File: config.mk
export PLATFORM = sky130hd
export DESIGN_NAME = ex_mem_reg
export DESIGN_NICKNAME = d
export VERILOG_FILES = /design/src/rtl/mem_pipe_pkg.sv /design/src/rtl/ex_mem_ctrl.sv /design/src/rtl/ex_mem_reg.sv
export SDC_FILE = /design/constraint.sdc
export NUM_CORES = 1
export LEC_CHECK = 0
export ABC_AREA = 1
export BUFFER_PORTS_ARGS = -buffer_cell sky130_fd_sc_hd__buf_2
export CORE_MARGIN = 10
export CORE_UTILIZATION = 51
export CTS_CLUSTER_SIZE = 14
export DETAILED_ROUTE_END_ITERATION = 10
export MAX_ROUTING_LAYER = met4
export PLACE_DENSITY_LB_ADDON = 0.15
export SLEW_MARGIN = 20
export SYNTH_ARGS = -nofsm -noshare
export SYNTH_HDL_FRONTEND = slang
export SYNTH_HIERARCHICAL = 1
export SYNTH_SLANG_ARGS = --single-unit
File: constraint.sdc
create_clock -name clk -period 2.45 [get_ports clk]
set_input_delay 0.49 -clock clk [delete_from_list [all_inputs] [get_ports clk]]
set_output_delay 0.49 -clock clk [all_outputs]
set_load 0.005 [all_outputs]
File: src/rtl/mem_pipe_pkg.sv
// Shared types and sizes for the EX/MEM pipeline register and its controller.
package mem_pipe_pkg;

    localparam int unsigned DATA_W      = 16;
    localparam int unsigned REG_W       = 3;
    localparam int unsigned TIMEOUT_DEF = 16;

    typedef enum logic {
        RUN  = 1'b0,
        WAIT = 1'b1
    } state_t;

    typedef struct packed {
        logic              valid;
        logic [DATA_W-1:0] alu;
        logic [DATA_W-1:0] wdata;
        logic              rd_en;
        logic              wr_en;
        logic              halt;
        logic              reg_wr;
        logic [REG_W-1:0]  wr_reg;
        logic              mem_to_reg;
    } ex_mem_t;

    // A bubble clears every control bit but keeps the datapath values steady.
    function automatic ex_mem_t bubble_of(input ex_mem_t prev);
        ex_mem_t b;
        b       = '0;
        b.alu   = prev.alu;
        b.wdata = prev.wdata;
        return b;
    endfunction

endpackage

File: src/rtl/ex_mem_ctrl.sv
// Load/hold control for the EX/MEM register: RUN/WAIT FSM, wait timeout,
// deferred flush, sticky halt and the upstream stall.
module ex_mem_ctrl
    import mem_pipe_pkg::*;
#(
    parameter int unsigned TIMEOUT = TIMEOUT_DEF
) (
    input  logic clk,
    input  logic rst,
    input  logic access,
    input  logic halt_present,
    input  logic ex_valid,
    input  logic flush,
    input  logic mem_stall,
    input  logic mem_done,
    output logic load,
    output logic bubble,
    output logic stall_up,
    output logic halted,
    output logic err
);

    localparam int unsigned     CNT_W   = $clog2(TIMEOUT + 1);
    localparam logic [CNT_W-1:0] CNT_MAX = CNT_W'(TIMEOUT);
    // Counter holds (WAIT cycle number - 1), so this value means the
    // TIMEOUT-th WAIT cycle is the one about to start.
    localparam logic [CNT_W-1:0] ERR_AT  = CNT_W'(TIMEOUT - 1);

    state_t           state_q, state_d;
    logic [CNT_W-1:0] cnt_q, cnt_d;
    logic             flush_pend_q, flush_pend_d;
    logic             halted_q, halted_d;
    logic             err_q, err_d;
    logic             advance;

    always_comb begin
        state_d = state_q;
        advance = 1'b0;
        unique case (state_q)
            RUN: begin
                if (access && mem_stall && !mem_done) begin
                    state_d = WAIT;
                end else begin
                    advance = 1'b1;
                end
            end
            WAIT: begin
                if (mem_done) begin
                    state_d = RUN;
                    advance = 1'b1;
                end
            end
        endcase
    end

    always_comb begin
        cnt_d = cnt_q;
        if (state_q == RUN && state_d == WAIT) begin
            cnt_d = '0;
        end else if (state_q == WAIT && cnt_q != CNT_MAX) begin
            cnt_d = cnt_q + CNT_W'(1);
        end
    end

    // Halt blocks the register only; the FSM keeps tracking the memory.
    assign load     = advance & ~halted_q;
    assign stall_up = ~load;
    assign bubble   = flush | flush_pend_q | ~ex_valid;

    always_comb begin
        flush_pend_d = flush_pend_q;
        if (load) begin
            flush_pend_d = 1'b0;
        end else if (flush) begin
            flush_pend_d = 1'b1;
        end
    end

    assign halted_d = halted_q | (load & halt_present);
    assign err_d    = err_q | ((state_d == WAIT) && (cnt_d >= ERR_AT));

    always_ff @(posedge clk or negedge rst) begin
        if (!rst) begin
            state_q      <= RUN;
            cnt_q        <= '0;
            flush_pend_q <= 1'b0;
            halted_q     <= 1'b0;
            err_q        <= 1'b0;
        end else begin
            state_q      <= state_d;
            cnt_q        <= cnt_d;
            flush_pend_q <= flush_pend_d;
            halted_q     <= halted_d;
            err_q        <= err_d;
        end
    end

    assign halted = halted_q;
    assign err    = err_q;

endmodule

File: src/rtl/ex_mem_reg.sv
// EX/MEM pipeline register bank; holds while the data memory is busy and
// captures bubbles on flush or invalid execute results.
module ex_mem_reg
    import mem_pipe_pkg::*;
#(
    parameter int unsigned TIMEOUT = TIMEOUT_DEF
) (
    input  logic              clk,
    input  logic              rst,
    input  logic              ex_valid,
    input  logic [DATA_W-1:0] ex_alu,
    input  logic [DATA_W-1:0] ex_wdata,
    input  logic              ex_rd_en,
    input  logic              ex_wr_en,
    input  logic              ex_halt,
    input  logic              ex_reg_wr,
    input  logic [REG_W-1:0]  ex_wr_reg,
    input  logic              ex_mem_to_reg,
    input  logic              flush,
    input  logic              mem_stall,
    input  logic              mem_done,
    output logic              mem_valid,
    output logic [DATA_W-1:0] mem_alu,
    output logic [DATA_W-1:0] mem_wdata,
    output logic              mem_rd_en,
    output logic              mem_wr_en,
    output logic              mem_halt,
    output logic              mem_reg_wr,
    output logic [REG_W-1:0]  mem_wr_reg,
    output logic              mem_mem_to_reg,
    output logic              stall_up,
    output logic              halted,
    output logic              err
);

    ex_mem_t entry_q, entry_d, ex_entry;
    logic    load, bubble, access, halt_present;

    assign access       = entry_q.valid & (entry_q.rd_en | entry_q.wr_en);
    assign halt_present = entry_q.valid & entry_q.halt;

    ex_mem_ctrl #(
        .TIMEOUT(TIMEOUT)
    ) u_ctrl (
        .clk         (clk),
        .rst         (rst),
        .access      (access),
        .halt_present(halt_present),
        .ex_valid    (ex_valid),
        .flush       (flush),
        .mem_stall   (mem_stall),
        .mem_done    (mem_done),
        .load        (load),
        .bubble      (bubble),
        .stall_up    (stall_up),
        .halted      (halted),
        .err         (err)
    );

    always_comb begin
        ex_entry            = '0;
        ex_entry.valid      = 1'b1;
        ex_entry.alu        = ex_alu;
        ex_entry.wdata      = ex_wdata;
        ex_entry.rd_en      = ex_rd_en;
        ex_entry.wr_en      = ex_wr_en;
        ex_entry.halt       = ex_halt;
        ex_entry.reg_wr     = ex_reg_wr;
        ex_entry.wr_reg     = ex_wr_reg;
        ex_entry.mem_to_reg = ex_mem_to_reg;
        entry_d = bubble ? bubble_of(entry_q) : ex_entry;
    end

    always_ff @(posedge clk or negedge rst) begin
        if (!rst) begin
            entry_q <= '0;
        end else if (load) begin
            entry_q <= entry_d;
        end
    end

    assign mem_valid      = entry_q.valid;
    assign mem_alu        = entry_q.alu;
    assign mem_wdata      = entry_q.wdata;
    assign mem_rd_en      = entry_q.rd_en;
    assign mem_wr_en      = entry_q.wr_en;
    assign mem_halt       = entry_q.halt;
    assign mem_reg_wr     = entry_q.reg_wr;
    assign mem_wr_reg     = entry_q.wr_reg;
    assign mem_mem_to_reg = entry_q.mem_to_reg;

endmodule

==> summary.txt <==
Floorplanning
  • Width of the die: around 86 µm
  • Core ar.: 0.00412 mm²
  • I/O pins: 90
  • Initial core utilization: 0.541
  • Chip height: roughly 86 µm
  • Die area: between 0.007 and 0.008 mm²
  • Site Rows: 23

Synth
  • Synth cell count leaders: 89 x nand2_1, 50 x dfrtp_1, 46 x nand3_1, 21 x inv_1
  • Mean cell area of the mapped netlist: around 8.8 µm²
  • Post-synth cell types: 20
  • Most used flip-flop cell after synthesis: dfrtp_1
  • Number of enable-type register cells in the synthesized netlist: 0
  • Part of the Yosys area used for sequential elements: 0.562
  • Top cells by area, synth: dfrtp_1 56%, nand2_1 15%, nand3_1 10%, inv_1 3.5%, nand2_2 3.1%
  • Fraction of synthesized cell area taken by the top area cell type: 0.562
  • Asr flop ratio synth: 1.00
  • Post-synthesis instance area: 0.00222 mm²
  • Count of warnings emitted by yosys: 6
  • Cells after synthesis: 254
  • Most numerous cell in the Yosys netlist: nand2_1
  • Seq cells post-synth: 50
  • Synthesized Nets: 302
  • Cell taking the most area after synthesis: dfrtp_1

Critical path
  • Category of the critical setup timing path: reg2out
  • Highest fanout seen on the critical path: 3
  • Worst reg-to-reg path cell count: 8
  • Nature of the critical path endpoint: output pin
  • Endpoint arrival time on the critical path: 1.38 ns
  • Startpoint type of the worst setup path: register
  • RR Startpoint: mem_valid
  • Setup slack of the most critical reg-to-reg path: 0.79 ns
  • RR Endpoint: mem_valid
  • Critical path required time: about 2.0 ns

Placement
  • Post-DP HPWL: roughly 4000 µm
  • Number of buffers added on ports: 89
  • Gpl congestion: 0.781
  • Placed cell count: 384

STA
  • Final hold violations: 0
  • Slew HR: 0.584
  • Worst-margin pin slew: 0.624 ns
  • Timing-limited maximum frequency: 536 MHz
  • Setup tns final: 0 ns
  • Minimum clock period after layout: 1.87 ns
  • Final Max Slew Viols: 0
  • Final Setup Violations: 0
  • Unrepaired setup endpoints after global routing: no
  • Final worst path period share: 0.761
  • Worst Clk Skew: 0.00529 ns

Power and ir drop
  • Leakage: approximately 1.6 nW
  • Worst supply voltage drop on vdd: approximately 0.56 mV
  • Overall power consumption: 2.96 mW
  • Cell area power density: 1090 mW/mm²

Drt
  • Final routed wire length divided by cell count: 14.2 µm
  • Vias: between 1,500 and 2,000
  • DR iter-0 viols: 121
  • Remaining design rule violation count: 0
  • Vias per cell: 4.89
  • Overall routed net length: approximately 5600 µm
  • Number of detailed-route iterations in the first pass: 4
  • DRT antenna net count: 0

Status
  • Outcome: completed

Cells and area
  • Count of non-filler cells in the finished layout: between 300 and 400
  • Filler cells: between 300 and 400
  • Share of final-layout standard cells stronger than drive strength 1: 0.337
  • Synth-to-Final Area Change: 22.7%
  • Antenna diode instance count: 0
  • Final Net Count: 389

Global route
  • Total GRT Usage: 0.155
  • Initial antenna violation count: 0
  • Largest net degree at the start of global routing: 51
  • Via count of the first global-routing pass: approximately 2,000
  • First-pass GRT wire length: a little over 9000 µm
  • Total global routing overflow: 0

Clocking
  • H-Tree Level Count: 2
  • Clock tree from TritonCTS: built
  • Maximum root-to-sink buffer count: 2
  • Number of buffers inserted by post-CTS setup repair: 0
  • Worst-Skew Late Latency: approximately 0.30 ns
  • CTS clk-pin slew, worst paths: 0.09 ns
  • Cell at the root of the clock tree: clkbuf_8
  • Post-CTS Hold Fix Bufs: 0
  • Clock buffers created by TritonCTS: 5
  • Number of sinks driven by the clock tree: 50
  • Number of instances resized during post-cts repair: 0

Worst hold path
  • Type of the tightest min-delay check: in2async

Flow run
  • Count of max-cap constraint violations: 0
stage by stage:
step	utilization	hold WS (ns)	cell area (µm²)	setup WS (ns)
detailed placement	0.644	0.445	2650	0.758
floorplan	-	0.194	2220	1.00
finish	0.663	0.268	2730	0.584
global placement	0.644	0.443	2650	0.808
global route	0.663	0.345	2730	0.497
CTS	0.663	0.309	2730	0.562
power by group:
| group | switching [mW] | leakage [nW] | internal (mW) |
|---|---|---|---|
| Clock | 0.265 | 0.0438 | 0.192 |
| Sequential | 0.222 | 0.629 | 1.16 |
| Combinational | 0.658 | 0.964 | 0.467 |
worst max-delay path, stage by stage (launching register included):
cell,delay [ns]
dfrtp_1,0.39
inv_1,0.07
nor2_1,0.10
nand2_1,0.08
a21oi_2,0.23
nor2_4,0.06
inv_1,0.05
buf_2,0.10
metal layers:
| layer | vias up | global-route usage | routed length, µm | share of wire |
|---|---|---|---|---|
| met5 | - | - | 0 | 0 |
| li1 | 961 | - | - | - |
| met3 | 7 | 0.0473 | 416 | 0.075 |
| met2 | 75 | 0.239 | 2500 | 0.45 |
| met4 | 0 | 0.0494 | 61 | 0.011 |
| met1 | 869 | 0.189 | 2570 | 0.46 |
worst max-delay path by stage:
stage	from	endpoint	slack, ns	cells past startpoint
6_report	mem_valid	stall_up	0.58	7
4_1_cts	mem_valid	stall_up	0.56	7
5_1_grt	mem_valid	stall_up	0.50	7
3_5_place_dp	mem_stall	mem_valid	0.76	7
3_3_place_gp	flush	mem_wdata[13]	0.81	7
2_1_floorplan	mem_wr_en	mem_alu[11]	1.00	10
placed cells by master, fill, tap and decap left out, types with 2 or more instances in the layout:
master	instances
nor2_1	10
clkbuf_8	5
nand2_1	89
inv_1	21
nand2_2	11
a21oi_1	3
clkinv_2	2
ha_1	2
dfrtp_1	50
nand3_1	46
o21ai_0	2
buf_4	3
buf_2	89
logic make-up (layout without fill, tap and decap cells):
kind of cell             after synthesis  in the layout  synth area share
flip-flops                            50             50             0.562
AO/OA/AOI/OAI                          8              8            0.0208
AND/OR/NAND/NOR                      159            159             0.315
buffers and inverters                 35            122            0.0905
adder cells (fa/ha/maj)                2              2            0.0112
area by class of cell:
cell class                      count  area, µm²  share of cell area
Inverter                           23       88.8              0.0326
Multi-Input combinational cell    169        779               0.286
Timing Repair Buffer               92        468               0.171
Sequential cell                    50       1250               0.459
Tap cell                           50       62.6              0.0229
Clock buffer                        5       68.8              0.0252
Clock inverter                      2       10.0             0.00367
Note: power is estimated with default switching activity, not from simulation.
